===== src/rtl/arb_pkg.sv =====
// Shared types, default widths and a lane-select helper for the memory port arbiter.
package arb_pkg;

    typedef enum logic [1:0] {IDLE, XFER, DONE, HOLD} arb_state_t;

    localparam int unsigned DEF_NREQ    = 8;
    localparam int unsigned DEF_AWID    = 32;
    localparam int unsigned DEF_DWID    = 64;
    localparam int unsigned DEF_TMO     = 255;
    localparam int unsigned DEF_MAXLOCK = 16;

    localparam int unsigned LANE_W = 256;
    localparam int unsigned VEC_W  = 8 * LANE_W;

    // Lane idx (w bits wide) of a packed per-requester vector, zero-padded to LANE_W.
    function automatic logic [LANE_W-1:0] lane(input logic [VEC_W-1:0] vec,
                                               input logic [2:0]       idx,
                                               input int unsigned      w);
        logic [LANE_W-1:0] mask;
        mask = (LANE_W'(1) << w) - LANE_W'(1);
        return LANE_W'(vec >> (w * 32'(idx))) & mask;
    endfunction

endpackage


===== src/rtl/rr_pick.sv =====
// Round-robin winner select: first set request at or after index rot, wrapping.
module rr_pick
    import arb_pkg::*;
#(
    parameter int unsigned NREQ = DEF_NREQ
) (
    input  logic [NREQ-1:0] req,
    input  logic [2:0]      rot,
    output logic [2:0]      winner_enc,
    output logic            any
);

    logic [2:0] idx;

    always_comb begin
        winner_enc = '0;
        any        = 1'b0;
        idx        = '0;
        for (int k = 0; k < int'(NREQ); k++) begin
            idx = 3'((32'(rot) + 32'(k)) % NREQ);
            if (!any && req[idx]) begin
                any        = 1'b1;
                winner_enc = idx;
            end
        end
    end

endmodule


===== src/rtl/mem_port_arbiter.sv =====
// Round-robin arbiter sharing one memory master port among cache/DMA requesters,
// with bounded locked bursts and an ack watchdog.
module mem_port_arbiter
    import arb_pkg::*;
#(
    parameter int unsigned NREQ    = DEF_NREQ,
    parameter int unsigned AWID    = DEF_AWID,
    parameter int unsigned DWID    = DEF_DWID,
    parameter int unsigned TMO     = DEF_TMO,
    parameter int unsigned MAXLOCK = DEF_MAXLOCK
) (
    input  logic                 rst,
    input  logic                 clk,
    input  logic [NREQ-1:0]      req_i,
    input  logic [NREQ-1:0]      lock_i,
    input  logic [NREQ-1:0]      we_i,
    input  logic [NREQ*AWID-1:0] adr_i,
    input  logic [NREQ*DWID-1:0] dat_i,
    output logic [NREQ-1:0]      ack_o,
    output logic [NREQ-1:0]      err_o,
    output logic [DWID-1:0]      dat_o,
    output logic                 m_cyc_o,
    output logic                 m_we_o,
    output logic [AWID-1:0]      m_adr_o,
    output logic [DWID-1:0]      m_dat_o,
    input  logic                 m_ack_i,
    input  logic [DWID-1:0]      m_dat_i,
    output logic [2:0]           owner_o,
    output logic                 busy_o
);

    localparam int unsigned TW = $clog2(TMO + 1);
    localparam int unsigned LW = (MAXLOCK > 1) ? $clog2(MAXLOCK) : 1;

    arb_state_t      state_q;
    logic [2:0]      rot_q;
    logic [2:0]      owner_q;
    logic [TW-1:0]   tmo_q;
    logic [LW-1:0]   lock_q;
    logic [2:0]      winner;
    logic            any_req;
    logic [2:0]      rot_nxt;
    logic [2:0]      load_idx;
    logic [AWID-1:0] load_adr;
    logic [DWID-1:0] load_dat;
    logic [NREQ-1:0] owner_oh;

    rr_pick #(
        .NREQ(NREQ)
    ) u_pick (
        .req       (req_i),
        .rot       (rot_q),
        .winner_enc(winner),
        .any       (any_req)
    );

    assign rot_nxt  = (winner == 3'(NREQ - 1)) ? 3'd0 : winner + 3'd1;
    // IDLE loads the fresh winner's inputs; HOLD reloads the locked owner's.
    assign load_idx = (state_q == IDLE) ? winner : owner_q;
    assign load_adr = AWID'(lane(VEC_W'(adr_i), load_idx, AWID));
    assign load_dat = DWID'(lane(VEC_W'(dat_i), load_idx, DWID));
    assign owner_oh = NREQ'(1) << owner_q;
    assign owner_o  = owner_q;
    assign busy_o   = (state_q != IDLE);

    always_ff @(posedge clk or posedge rst) begin
        if (rst) begin
            state_q <= IDLE;
            rot_q   <= '0;
            owner_q <= '0;
            tmo_q   <= '0;
            lock_q  <= '0;
            ack_o   <= '0;
            err_o   <= '0;
            dat_o   <= '0;
            m_cyc_o <= 1'b0;
            m_we_o  <= 1'b0;
            m_adr_o <= '0;
            m_dat_o <= '0;
        end else begin
            ack_o <= '0;
            err_o <= '0;
            unique case (state_q)
                IDLE: begin
                    if (any_req) begin
                        owner_q <= winner;
                        rot_q   <= rot_nxt;
                        lock_q  <= '0;
                        tmo_q   <= '0;
                        m_cyc_o <= 1'b1;
                        m_we_o  <= we_i[load_idx];
                        m_adr_o <= load_adr;
                        m_dat_o <= load_dat;
                        state_q <= XFER;
                    end
                end
                XFER: begin
                    // Ack beats abort and timeout; a dropped request suppresses the error.
                    if (m_ack_i) begin
                        dat_o   <= m_dat_i;
                        ack_o   <= owner_oh;
                        m_cyc_o <= 1'b0;
                        state_q <= DONE;
                    end else if (!req_i[owner_q]) begin
                        m_cyc_o <= 1'b0;
                        state_q <= IDLE;
                    end else if (32'(tmo_q) == TMO) begin
                        err_o   <= owner_oh;
                        m_cyc_o <= 1'b0;
                        state_q <= IDLE;
                    end else begin
                        tmo_q <= tmo_q + TW'(1);
                    end
                end
                DONE: begin
                    if (lock_i[owner_q] && (32'(lock_q) < MAXLOCK - 1)) begin
                        lock_q  <= lock_q + LW'(1);
                        state_q <= HOLD;
                    end else begin
                        state_q <= IDLE;
                    end
                end
                HOLD: begin
                    if (req_i[owner_q]) begin
                        tmo_q   <= '0;
                        m_cyc_o <= 1'b1;
                        m_we_o  <= we_i[load_idx];
                        m_adr_o <= load_adr;
                        m_dat_o <= load_dat;
                        state_q <= XFER;
                    end else if (!lock_i[owner_q]) begin
                        state_q <= IDLE;
                    end
                end
                default: state_q <= IDLE;
            endcase
        end
    end

endmodule


===== config.mk =====
export PLATFORM = sky130hd
export DESIGN_NAME = mem_port_arbiter
export DESIGN_NICKNAME = d
export VERILOG_FILES = /design/src/rtl/arb_pkg.sv /design/src/rtl/rr_pick.sv /design/src/rtl/mem_port_arbiter.sv
export SDC_FILE = /design/constraint.sdc
export NUM_CORES = 1
export LEC_CHECK = 0
export CAP_MARGIN = 20
export CORE_AREA = 2 2 403 405
export DETAILED_ROUTE_END_ITERATION = 8
export DIE_AREA = 0 0 405 407
export PLACE_DENSITY_LB_ADDON = 0.12
export SLEW_MARGIN = 25
export SYNTH_ARGS = -nofsm -noshare
export SYNTH_HDL_FRONTEND = slang
export SYNTH_SLANG_ARGS = --single-unit

===== constraint.sdc =====
create_clock -name clk -period 8.4 [get_ports clk]
set_clock_uncertainty 0.15 [all_clocks]
set_input_delay 1.68 -clock clk [delete_from_list [all_inputs] [get_ports clk]]
set_output_delay 1.68 -clock clk [all_outputs]
set_load 0.02 [all_outputs]

-- Yosys cells after proc, flatten, opt, wreduce, memory -nomap -nowiden
Index checks and enable logic that the tools add are counted.
Widths: inputs -> output; s select.
- register bits: 198
- muxes and demuxes: 78
- shift operators: 3
- $lt $le $gt $ge: 11
- equal/unequal tests: 13
- $add $sub $neg: 10
- reduce and logical (&&, ||, !) cells: 27
- operator list (operator ; number):
    $shr 512x9->64 ; 1
    $shr 256x8->32 ; 1
    $mux 64 ; 2
    $pmux 64 s2 ; 1
    $mux 8 ; 11
    $mux 32 ; 2
    $pmux 32 s2 ; 1
    $lt 3x4->1 const B ; 10
    $bmux 1 s3 ; 11
    $mux 3 ; 10
    $mux 1 ; 26
    $pmux 8 s3 ; 1
    $mux 2 ; 7
    $add 3x3->3 const B ; 4
    $ne 2x2->1 const B ; 6
    $reduce_and 3->1 ; 3
    $add 8x1->8 const B ; 1
    $eq 8x8->1 const B ; 1
    $logic_and 1x1->1 ; 8
    $mux 4 ; 2
    $pmux 2 s4 ; 1
    $pmux 4 s2 ; 1
    $shl 1x3->8 const A ; 1
    $logic_not 1->1 ; 7
    17 further kinds ; 23

-- Depth between registers and ports, before layout
- depth after elaboration: 29
- depth in mapped cells: 17
- mapped depth without buffers: 12

-- Cells and area by module
From an unflattened synthesis, not the netlist that was laid out.
- cells, all modules: 1928
- area total of the unflattened synthesis: 15287.2 µm²
- by module, submodules not included (module ; sequential area each (µm²) ; cells an instance ; area each (µm²) ; instances):
    mem_port_arbiter ; 4954.8 ; 1820 ; 14291.2 ; 1
    rr_pick ; 0.0 ; 108 ; 996.0 ; 1

-- Worst setup path before layout
Ideal clock, no wire load.
- path kind: in2reg
- start point: input req_i[7]
- end point: register m_adr_o[14]
- arrival time: 4.497 ns
- setup slack: 3.627 ns
- stages: 10
- data required time: 8.124 ns
- library setup time: 0.126 ns
- path through: mux4_2 inv_1 a32oi_1 or4_4 o22a_1 a31oi_4 buf_6 buf_2 mux4_2 a221o_1
- word-level cells in the longest chain between the ends: 28
- elaborated cells between the ends (all ways): 56
- classes of those cells: eq/ne (2); shift (1); mux (38); reduce/logical (15)
- ends and longest elaborated chain (what ; line ; RTL):
    start, declared ; mem_port_arbiter.sv:14 ; input logic [NREQ-1:0] req_i,
    $bmux 1 s3 ; rr_pick.sv:21 ; if (!any && req[idx]) begin
    $mux 1 (not written as such) ; rr_pick.sv:21 ;
    $mux 1 ; rr_pick.sv:21 ;
    $logic_not 1->1 ; rr_pick.sv:21 ;
    $logic_and 1x1->1 ; rr_pick.sv:21 ;
    $mux 1 ; rr_pick.sv:21 ;
    $logic_not 1->1 ; rr_pick.sv:21 ;
    $logic_and 1x1->1 ; rr_pick.sv:21 ;
    (+12 left out) ; -- ;
    $mux 1 ; rr_pick.sv:21 ;
    $logic_not 1->1 ; rr_pick.sv:21 ;
    $logic_and 1x1->1 ; rr_pick.sv:21 ;
    $mux 3 ; rr_pick.sv:21 ;
    $mux 3 ; mem_port_arbiter.sv:59 ; assign load_idx = (state_q == IDLE) ? winner : owner_q;
    $shr 256x8->32 ; arb_pkg.sv:21 ; return LANE_W'(vec >> (w * 32'(idx))) & mask;
    $mux 32, on equally long branches ; mem_port_arbiter.sv:124, mem_port_arbiter.sv:85 ;
    $pmux 32 s2 ; mem_port_arbiter.sv:83 ; unique case (state_q)
    end signal, assigned ; mem_port_arbiter.sv:92 ; m_adr_o <= load_adr;
    end signal, assigned ; mem_port_arbiter.sv:128 ; m_adr_o <= load_adr;
    end, declared ; mem_port_arbiter.sv:24 ; output logic [AWID-1:0] m_adr_o,
Parallel ways exist; a longest one is shown, timed or not. The select of a mux whose other input is x is not followed.
A chain may end at the register's enable or synchronous reset.

-- Worst setup path in the final report
- start point: register rot_q[0]
- end point: register m_adr_o[15]
- word-level cells in the longest chain between the ends: 28
- elaborated cells between the ends (all ways): 60
- classes of those cells: add/sub (7); eq/ne (1); shift (1); mux (36); reduce/logical (15)
- ends and longest elaborated chain (what ; line ; RTL):
    start, declared ; mem_port_arbiter.sv:36 ; logic [2:0] rot_q;
    start signal, assigned ; mem_port_arbiter.sv:87 ; rot_q <= rot_nxt;
    branches (longest 28 deep; another with $add 3x1->3) ; -- ;
Parallel ways; which one is timed is not known. The select of a mux whose other input is x is not followed.

==> metrics.txt <==
Seq cells post-synth=198; Reg2Reg Setup Slack=2.18 ns; chip height=407 µm; Cells after Synth=1175; Synth Flop Type=dfrtp_1; H-Tree Depth=4; Final WS setup=2.18 ns; Mean Syn Cell Area=12.5 µm²; Synth Cell Area=0.0147 mm²; multi-input logic area=0.00907 mm²; layout cells sized above 1=0.118; CP Launch Type=register; Vias/cell=3.52; Finished Layout Cells=4328; worst-path maximum fanout=88; vias in the first global route=16300; reg2reg end=m_adr_o[15]; Starting Density=0.0919; worst endpoint required time=8.68 ns; IO Count=1041; Final Slew Violations=0; Post-synth EDFFs=0; time the worst path needs with I/O delays and setup=6.22 ns; detailed-router iteration count before antenna repair=5; Util after Layout=0.176; count leader, synth=mux2i_1; R2R depth=12; nets@finish=3009; placed cell area=0.0275 mm²; Max-Cap Viols=0; initial antenna violation count=55; Slew @ Worst Pin=1.11 ns; Crit-path slowest cell=dfrtp_1; first-pass GRT wire length=149000 µm; Top delay family on crit path=multiplexers; critical path depth=12; row cnt=147; Worst EP arrival=6.50 ns; Synth cell types=55; Final Cycle Share=0.740; total negative slack=0 ns; pre-CTS WS=1.95 ns; grt ovf=0; FMAX=161 MHz; Detailed Place HPWL=94900 µm; clk_lat worst skew=0.54 ns; asr flop ratio synth=1.00; Worst path most repeated cell=mux2i_1; CTS Hold Bufs=0; WL/cell=26.7 µm; Worst VDD drop=0.370 mV; DRT Wirelength=116000 µm; Final Hold Vio Count=0; top cell types by occurrence after synthesis=302 x mux2i_1, 198 x dfrtp_1, 113 x mux4_2; leak pwr=11.0 nW; core area=0.160 mm²; CP endpoint=m_adr_o[15]; largest net degree at the start of global routing=113; status=completed; CP startpoint=rot_q[0]; Worst-path clk slew=0.09 ns; worst-case clock buffer depth=2; CP Capture Type=register; clk sink count=198; PD cells=412 mW/mm²; filler cell count=17700; Seq/Total Area, Yosys=0.336; Worst Hold Class=register to register; top cell type's share of synthesized area=0.336; YS warnings=0; post-CTS sizing=0; relative slew slack=0.261; Layout area overhead=91.0%; cell taking the most area after synthesis=dfrtp_1; gr usage total=0.134; CP bufs+invs=2; drt initial violations=777; DRC viols=0; Post CTS Setup Buffer Count=0; Setup CP Type=register to register; TritonCTS clock tree=yes; IO Port Bufs=1040; root buf cell=clkbuf_16; Reg area=0.00495 mm²; GPL Wtd Cong=0.901; vias post-DR=15200; CTS buffer count=17; Die Width=405 µm; post-placement cell count=4286; Die Area=0.165 mm²; endpoints failing setup=0; CP max stage delay=0.98 ns; syn nets=2039; Post-Layout Inst Area=0.0281 mm²; worst-path cell chain=inv_1 -> ha_1 -> mux2i_1 -> mux4_2 -> a32oi_1 -> nor3_1 -> mux2i_1 -> o31ai_4 -> buf_12 -> mux2i_1 -> mux2i_1 -> a221o_1; RSZ-0062 raised after global routing=no; DRT antenna net count=0; Synth area leaders=dfrtp_1 34%, mux2i_1 21%, mux4_2 17%; Critical R2R Launch=rot_q[0]
[placed cells by master, fill, tap and decap left out, drive strengths merged, types with 3 or more instances in the layout]
cell type      instances
buf                   25
inv                   17
and3                  99
xor2                  10
nor3                  11
mux4                 113
a31oi                  3
mux2i                302
diode                 10
nand3                  9
nand4                  6
clkdlybuf4s50       1040
ha                     5
nor2                  26
a221o                100
nand2                 27
and2                   3
o21ai                 13
nor2b                  4
a22o                   3
dfrtp                198
clkbuf                19
a21oi                 12
clkinv                 5
mux2                  72
o211ai                 3
nand2b                 4
[sequential cells by signal, summed over array words and instances, names as in the netlist]
name,count
tmo_q,8
m_adr_o,32
m_cyc_o,1
m_dat_o,64
ack_o,8
m_we_o,1
rot_q,3
err_o,8
lock_q,4
state_q,2
dat_o,64
owner_o,3
[per-layer routing]
metal,wire length (µm),vias to the layer above,part of all wire,global-route usage
met5,247,-,0.0021,0
met4,1220,40,0.011,0.0239
met1,43500,7733,0.38,0.148
li1,-,6677,-,-
met2,62600,656,0.54,0.251
met3,8000,115,0.069,0.0398
[report_power, final]
group	leakage (nW)	internal, mW	switching, mW
sequential	2.44	1.41	0.381
clock	0.302	0.440	0.546
combinational	8.22	4.10	4.73
[cell families (layout without fill, tap and decap cells)]
group,count (synthesis),count (layout),synth area share
multiplexers,487,487,0.433
flip-flops,198,198,0.336
AND/OR/NAND/NOR,198,198,0.0744
AO/OA/AOI/OAI,151,151,0.0948
buffers and inverters,124,1107,0.0499
XOR/XNOR,12,12,0.00714
adder cells (fa/ha/maj),5,5,0.00425
other,0,10,0
[cell type report]
type                       count  share of cell area
antenna                       10            0.000889
clock buffer                  19              0.0157
clock inverter                13             0.00609
inverter                      10             0.00160
multi-input combinational    853               0.323
sequential                   198               0.176
tap                         2160              0.0960
timing repair buffer        1065               0.381
[how the worst min path moves through the flow]
stage,from,to,slack (ns),cells after the start
after floorplan,tmo_q[0],tmo_q[0],0.31,1
after global routing,dat_o[10],dat_o[10],0.38,1
after CTS,dat_o[24],dat_o[24],0.36,1
final,dat_o[11],dat_o[11],0.36,1
after detailed placement,dat_o[11],dat_o[11],0.34,1
after global placement,dat_o[35],dat_o[35],0.34,1
[metrics by stage]
step / power (mW) / hold slack, ns
after detailed placement: 10.9 / 0.341
final: 11.6 / 0.359
after CTS: 12.0 / 0.363
after global routing: 12.4 / 0.380
after global placement: 10.8 / 0.337
after floorplan: 7.42 / 0.313
Note: power is estimated with default switching activity, not from simulation.
==> patch 1, RTL diff (config.mk and constraints unchanged) <==
The package constant `DEF_MAXLOCK` goes from 16 to 8.
--- a/src/rtl/arb_pkg.sv
+++ b/src/rtl/arb_pkg.sv
@@ -7,7 +7,7 @@
     localparam int unsigned DEF_AWID    = 32;
     localparam int unsigned DEF_DWID    = 64;
     localparam int unsigned DEF_TMO     = 255;
-    localparam int unsigned DEF_MAXLOCK = 16;
+    localparam int unsigned DEF_MAXLOCK = 8;
 
     localparam int unsigned LANE_W = 256;
     localparam int unsigned VEC_W  = 8 * LANE_W;
Function: not settled (the Yosys comparison gave no result); the edit may change what the design does.
==> patch 1 against the unedited design <==
  * Final area increased by 1.9%
  * Utilization increased by 0.33 points
  * Power increased by 8.6%
  * Largest cell class unchanged
  * Cell count increased by 16%
  * Critical path depth unchanged
  * Sequential cell count decreased by 1
  * Worst setup slack got worse by 89 ps
  * Routed wire length increased by 20%
  * Highest routed layer unchanged
  * Die area unchanged
  * Synthesized area increased by 3.5%
==> patch 1: results (changes against the unedited design) <==
Run status
  • Status: complete, no violations

Cells and area
  • Fraction of layout cells with a size suffix above 1: 6.70% (-5.1 points)
  • Fill count: 18100 (+2.2%)

Logic synthesis
  • Post-Syn Area per Cell: 7.77 sq um (-38%)
  • Post-synthesis sequential area ratio: 32.3% (-1.3 points)
  • Synth cell types: 64 (+16%)
  • Post-synth top cells: 302 x o21ai_0, 292 x nand3_1, 200 x a21oi_1
  • Most common cell in the netlist: o21ai_0
  • Synth top area cells: dfrtp_1 32%, o21ai_0 9.9%, nand3_1 9.6%
  • Syn_nets: 2826 (+39%)

Global routing
  • Initial antenna violation count: 67 (+22%)
  • GR met3 Demand/Resource: 5.98% (+2.0 points)
  • Pin count of the biggest net entering global routing: 122 (+8.0%)
  • Vias in the first global route: 21200 (+29%)
  • All-Layer GR Usage: 16.1% (+2.7 points)
  • Met1 Use GR: 17.9% (+3.1 points)
  • First-pass GRT wire length: 185000 um (+24%)
  • Met2 usage: 28.7% (+3.6 points)

Placement
  • Hpwl dp: 108000 um (+14%)
  • Worst slack, placed: 1590 ps (-362 ps)
  • Gp weighted congestion: 0.839 (-6.9%)
  • Placed cell area: 28000 sq um (+2.0%)
  • Placed cell count: 4992 (+16%)

Power and ir drop
  • Maximum vdd drop: 0.281 mV (-24%)
  • Sw Pwr: 7.26 mW (+28%)
  • Comb power: 9.88 mW (+12%)
  • Leak Pwr: 10.8 nW (-1.7%)
  • Internal: 5.33 mW (-10%)
  • Flop pwr share: 14.0% (-1.4 points)

Route
  • Vias per cell: 4.02 (+14%)
  • Drt first-iter violations: 1063 (+37%)
  • Routed WL: 139000 um (+20%)
  • Via count: 20300 (+33%)

STA
  • Max Freq: 0.159 GHz (-1.4%)
  • Hold WS: 348 ps (-11.0 ps)
  • Rel. slew slack: 30.3% (+4.2 points)

CTS
  • Clk_lat worst skew: 530 ps

Hold path
  • Hold_sp: m_dat_o[45]$_DFFE_PP0P_
  • Hold EP: m_dat_o[45]$_DFFE_PP0P_
  • Hold path cells: 2 (+1)

Setup path
  • Crit path arrival time: 6560 ps (+60 ps)
  • R2R setup slack: 2090 ps (-90 ps)
  • Critical path's largest stage delay: 880 ps (-100 ps)
  • Worst Setup EP: m_adr_o[14]$_DFFE_PP0P_
patch 1: changes by cell type after synthesis, moves of 97 or more:
cell / unedited run / this run
o21ai_0: 9 / 302
nand2_1: 26 / 123
a22oi_1: 2 / 99
nand3_1: 9 / 292
inv_1: 9 / 106
a221o_1: 100 / 2
mux4_2: 113 / 16
clkbuf_1: 31 / 142
a21oi_1: 11 / 200
mux2i_1: 302 / 15
patch 1: cells by family (layout without fill, tap and decap cells):
| logic type | count (synthesis) | count (layout) | synth area share [%] |
|---|---|---|---|
| AO/OA/AOI/OAI | 828 | 828 | 33.7 |
| XOR/XNOR | 8 | 8 | 0.460 |
| adder cells (fa/ha/maj) | 5 | 5 | 0.410 |
| buffers and inverters | 327 | 1229 | 8.99 |
| flip-flops | 197 | 197 | 32.3 |
| multiplexers | 105 | 105 | 8.81 |
| other | 0 | 14 | 0 |
| AND/OR/NAND/NOR | 492 | 492 | 15.3 |
patch 1: metal layers:
metal	vias to the layer above	share of wire, %
met5	-	0.41
met4	82	2.1
met3	176	8.0
met2	848	50
met1	10000	39
li1	9149	-
patch 1: layout make-up:
type	instances	area (sq um)	area share, %
sequential	197	4930	17.2
inverter	107	409	1.43
multi-input combinational	1438	9040	31.5
antenna	14	35.0	0.122
clock buffer	17	425	1.48
clock inverter	15	174	0.607
tap	2160	2700	9.43
timing repair buffer	1090	11000	38.2
patch 1: worst max-delay path, delay by kind of cell, from the launching register on:
| family | cells | cell delay [ps] |
|---|---|---|
| multiplexers | 2 | 1000 |
| adder cells (fa/ha/maj) | 1 | 720 |
| flip-flops | 1 | 880 |
| AND/OR/NAND/NOR | 3 | 540 |
| AO/OA/AOI/OAI | 4 | 2070 |
| buffers and inverters | 2 | 670 |
==> patch 2, RTL diff (same flow settings) <==
Made on the original files. Reset style: synchronous (`rst`), changed in one clocked block.
--- a/src/rtl/mem_port_arbiter.sv
+++ b/src/rtl/mem_port_arbiter.sv
@@ -63,7 +63,7 @@
     assign owner_o  = owner_q;
     assign busy_o   = (state_q != IDLE);
 
-    always_ff @(posedge clk or posedge rst) begin
+    always_ff @(posedge clk) begin
         if (rst) begin
             state_q <= IDLE;
             rot_q   <= '0;
Check against the original RTL: not settled (the Yosys comparison gave no result); the edit may change what the design does.
==> patch 2 against the unedited design <==
  * Sequential cell count stayed put
  * Clock power shrank 0.6%
  * Fmax fell by 1.1%
  * Synthesized area increased by 7.3%
  * Critical path depth increased by 1
  * Die area is the same
  * Combinational power down 6.3%
  * Power fell by 8.4%
  * Final area grew 3.5%
  * Worst setup slack lost 72 ps
  * Routed wire length increased by 24%
==> patch 2: results (changes against the unedited design) <==
Logic synthesis
  • Post-synthesis sequential area ratio: 25.1% (-8.6 points)
  • Top FF cell, synth: dfxtp_1
  • Syn_nets: 3025 (+48%)
  • Synth cell types: 58 (+5.5%)
  • Ys Warns: 0 (unchanged)
  • Post-synth top cells: 351 x nand2_1, 236 x nor2_1, 204 x nand3_1
  • Synth top area cells: dfxtp_1 25%, a311oi_1 11%, a221oi_1 9.1%
  • Fraction of registers with async set/reset: 0% (-100 points)
  • Syn Inst Count: 2156 (+83%)

Power and ir drop
  • Leak Pwr: 9.63 nW (-12%)
  • Maximum vdd drop: 0.210 mV (-43%)

CTS
  • # Post-CTS Setup Buffers: 0 (unchanged)
  • Clk_lat worst skew: 540 ps (about the same)
  • Clock transition at path regs: 100 ps
  • CTS buffer count: 17 (unchanged)
  • Root Buffer: clkbuf_16
  • Resized cells post-CTS: 0 (unchanged)
  • # H-tree levels: 4 (unchanged)
  • CTS Buffer Depth: 2 (unchanged)

Cells and area
  • Biggest regs: dat_o x64, m_dat_o x64, m_adr_o x32
  • Final net count: 3884 (+29%)
  • Fraction of layout cells with a size suffix above 1: 5.42% (-6.4 points)

Global routing
  • Vias in the first global route: 21200 (+29%)
  • First-pass GRT wire length: 189000 um (+27%)
  • GRT overflow: 0 (unchanged)
  • All-Layer GR Usage: 16.5% (+3.2 points)
  • Initial antenna violation count: 67 (+22%)
  • Pin count of the biggest net entering global routing: 145 (+28%)

Route
  • Drt pass-1 iters: 5 (unchanged)
  • Routed WL: 144000 um (+24%)
  • Drt first-iter violations: 1493 (+92%)
  • Vias per cell: 4.09 (+16%)
  • Met3 routed WL: 9250 um (+16%)
  • Met1 wire length: 62900 um (+45%)
  • Top Metal Used: met5
  • Mean routed wirelength per cell: 27.6 um (+3.4%)
  • WL met2: 68600 um (+9.6%)

Run status
  • Status: complete, no violations

Setup path
  • Max Fanout on Critical Path: 74 (-16%)
  • Crit path arrival time: 6620 ps (+120 ps)

Placement
  • Gp weighted congestion: 0.862 (-4.4%)
  • Hpwl dp: 113000 um (+19%)
  • Port Buf Inserts: 1040 (unchanged)
  • Placed cell count: 5156 (+20%)

Hold path
  • Hold Path Class: reg2reg

STA
  • Actual slew at the worst max-slew pin: 1070 ps (-34.9 ps)
==> patch 2: final timing paths <==
kind	cells after the start	slack (ps)	endpoint	start
setup / recovery	13	2110	m_dat_o[1]$_SDFFE_PP0P_	rot_q[0]$_SDFFE_PP0P_
setup reg to reg	13	2110	m_dat_o[1]$_SDFFE_PP0P_	rot_q[0]$_SDFFE_PP0P_
hold / removal	2	310	dat_o[25]$_SDFFE_PP0P_	dat_o[25]$_SDFFE_PP0P_
hold reg to reg	2	310	dat_o[25]$_SDFFE_PP0P_	dat_o[25]$_SDFFE_PP0P_
==> patch 2: stage by stage <==
stage	utilization (%)	area [sq um]	hold slack, ps	setup slack [ps]
floorplan	-	15800	294	3840
global placement	17.8	28500	293	1630
detailed placement	17.8	28500	296	1910
CTS	18.2	29100	309	2050
global route	18.2	29100	323	1690
finish	18.2	29100	307	2110
==> patch 2: critical path, cell delays in order (launching register included) <==
cell and delay, ps:
dfxtp_1 740, inv_1 310, ha_1 880, mux4_2 730
mux2i_1 220, a22o_1 250, nand3_1 120, o311a_1 360
o32ai_4 380, buf_12 310, buf_12 370, a221oi_1 120
a311oi_1 910, o31a_1 220
==> patch 2: logic make-up (layout without fill, tap and decap cells) <==
logic type               Yosys count  count (layout)  synth area share [%]
AND/OR/NAND/NOR                 1020            1020                  29.6
multiplexers                      39              39                  3.84
adder cells (fa/ha/maj)           10              10                 0.792
XOR/XNOR                           7               7                 0.435
other                              0              10                     0
buffers and inverters            269            1141                  7.50
AO/OA/AOI/OAI                    613             613                  32.8
flip-flops                       198             198                  25.1
==> patch 2: power by group <==
group          switching [mW]  leakage, nW  internal, mW  total (mW)
Combinational            5.34         7.71          2.93        8.27
Sequential              0.205         1.63          1.18        1.39
Clock                   0.553        0.286         0.427       0.980
Total                    6.10         9.63          4.54        10.6
==> patch 2: cell type report <==
| class | instances | area [sq um] |
|---|---|---|
| fill | 18100 | 131000 |
| sequential | 198 | 3960 |
| clock buffer | 19 | 433 |
| tap | 2160 | 2700 |
| clock inverter | 13 | 164 |
| multi-input combinational | 1689 | 10800 |
| antenna | 10 | 25.0 |
| timing repair buffer | 1098 | 11000 |
| inverter | 11 | 41.3 |
==> patch 2: routing by layer <==
layer  vias up  track usage [%]
li1       9817                -
met1     10400             20.8
met2       809             28.0
met3       160             4.56
met4        60             3.51
met5         -                0
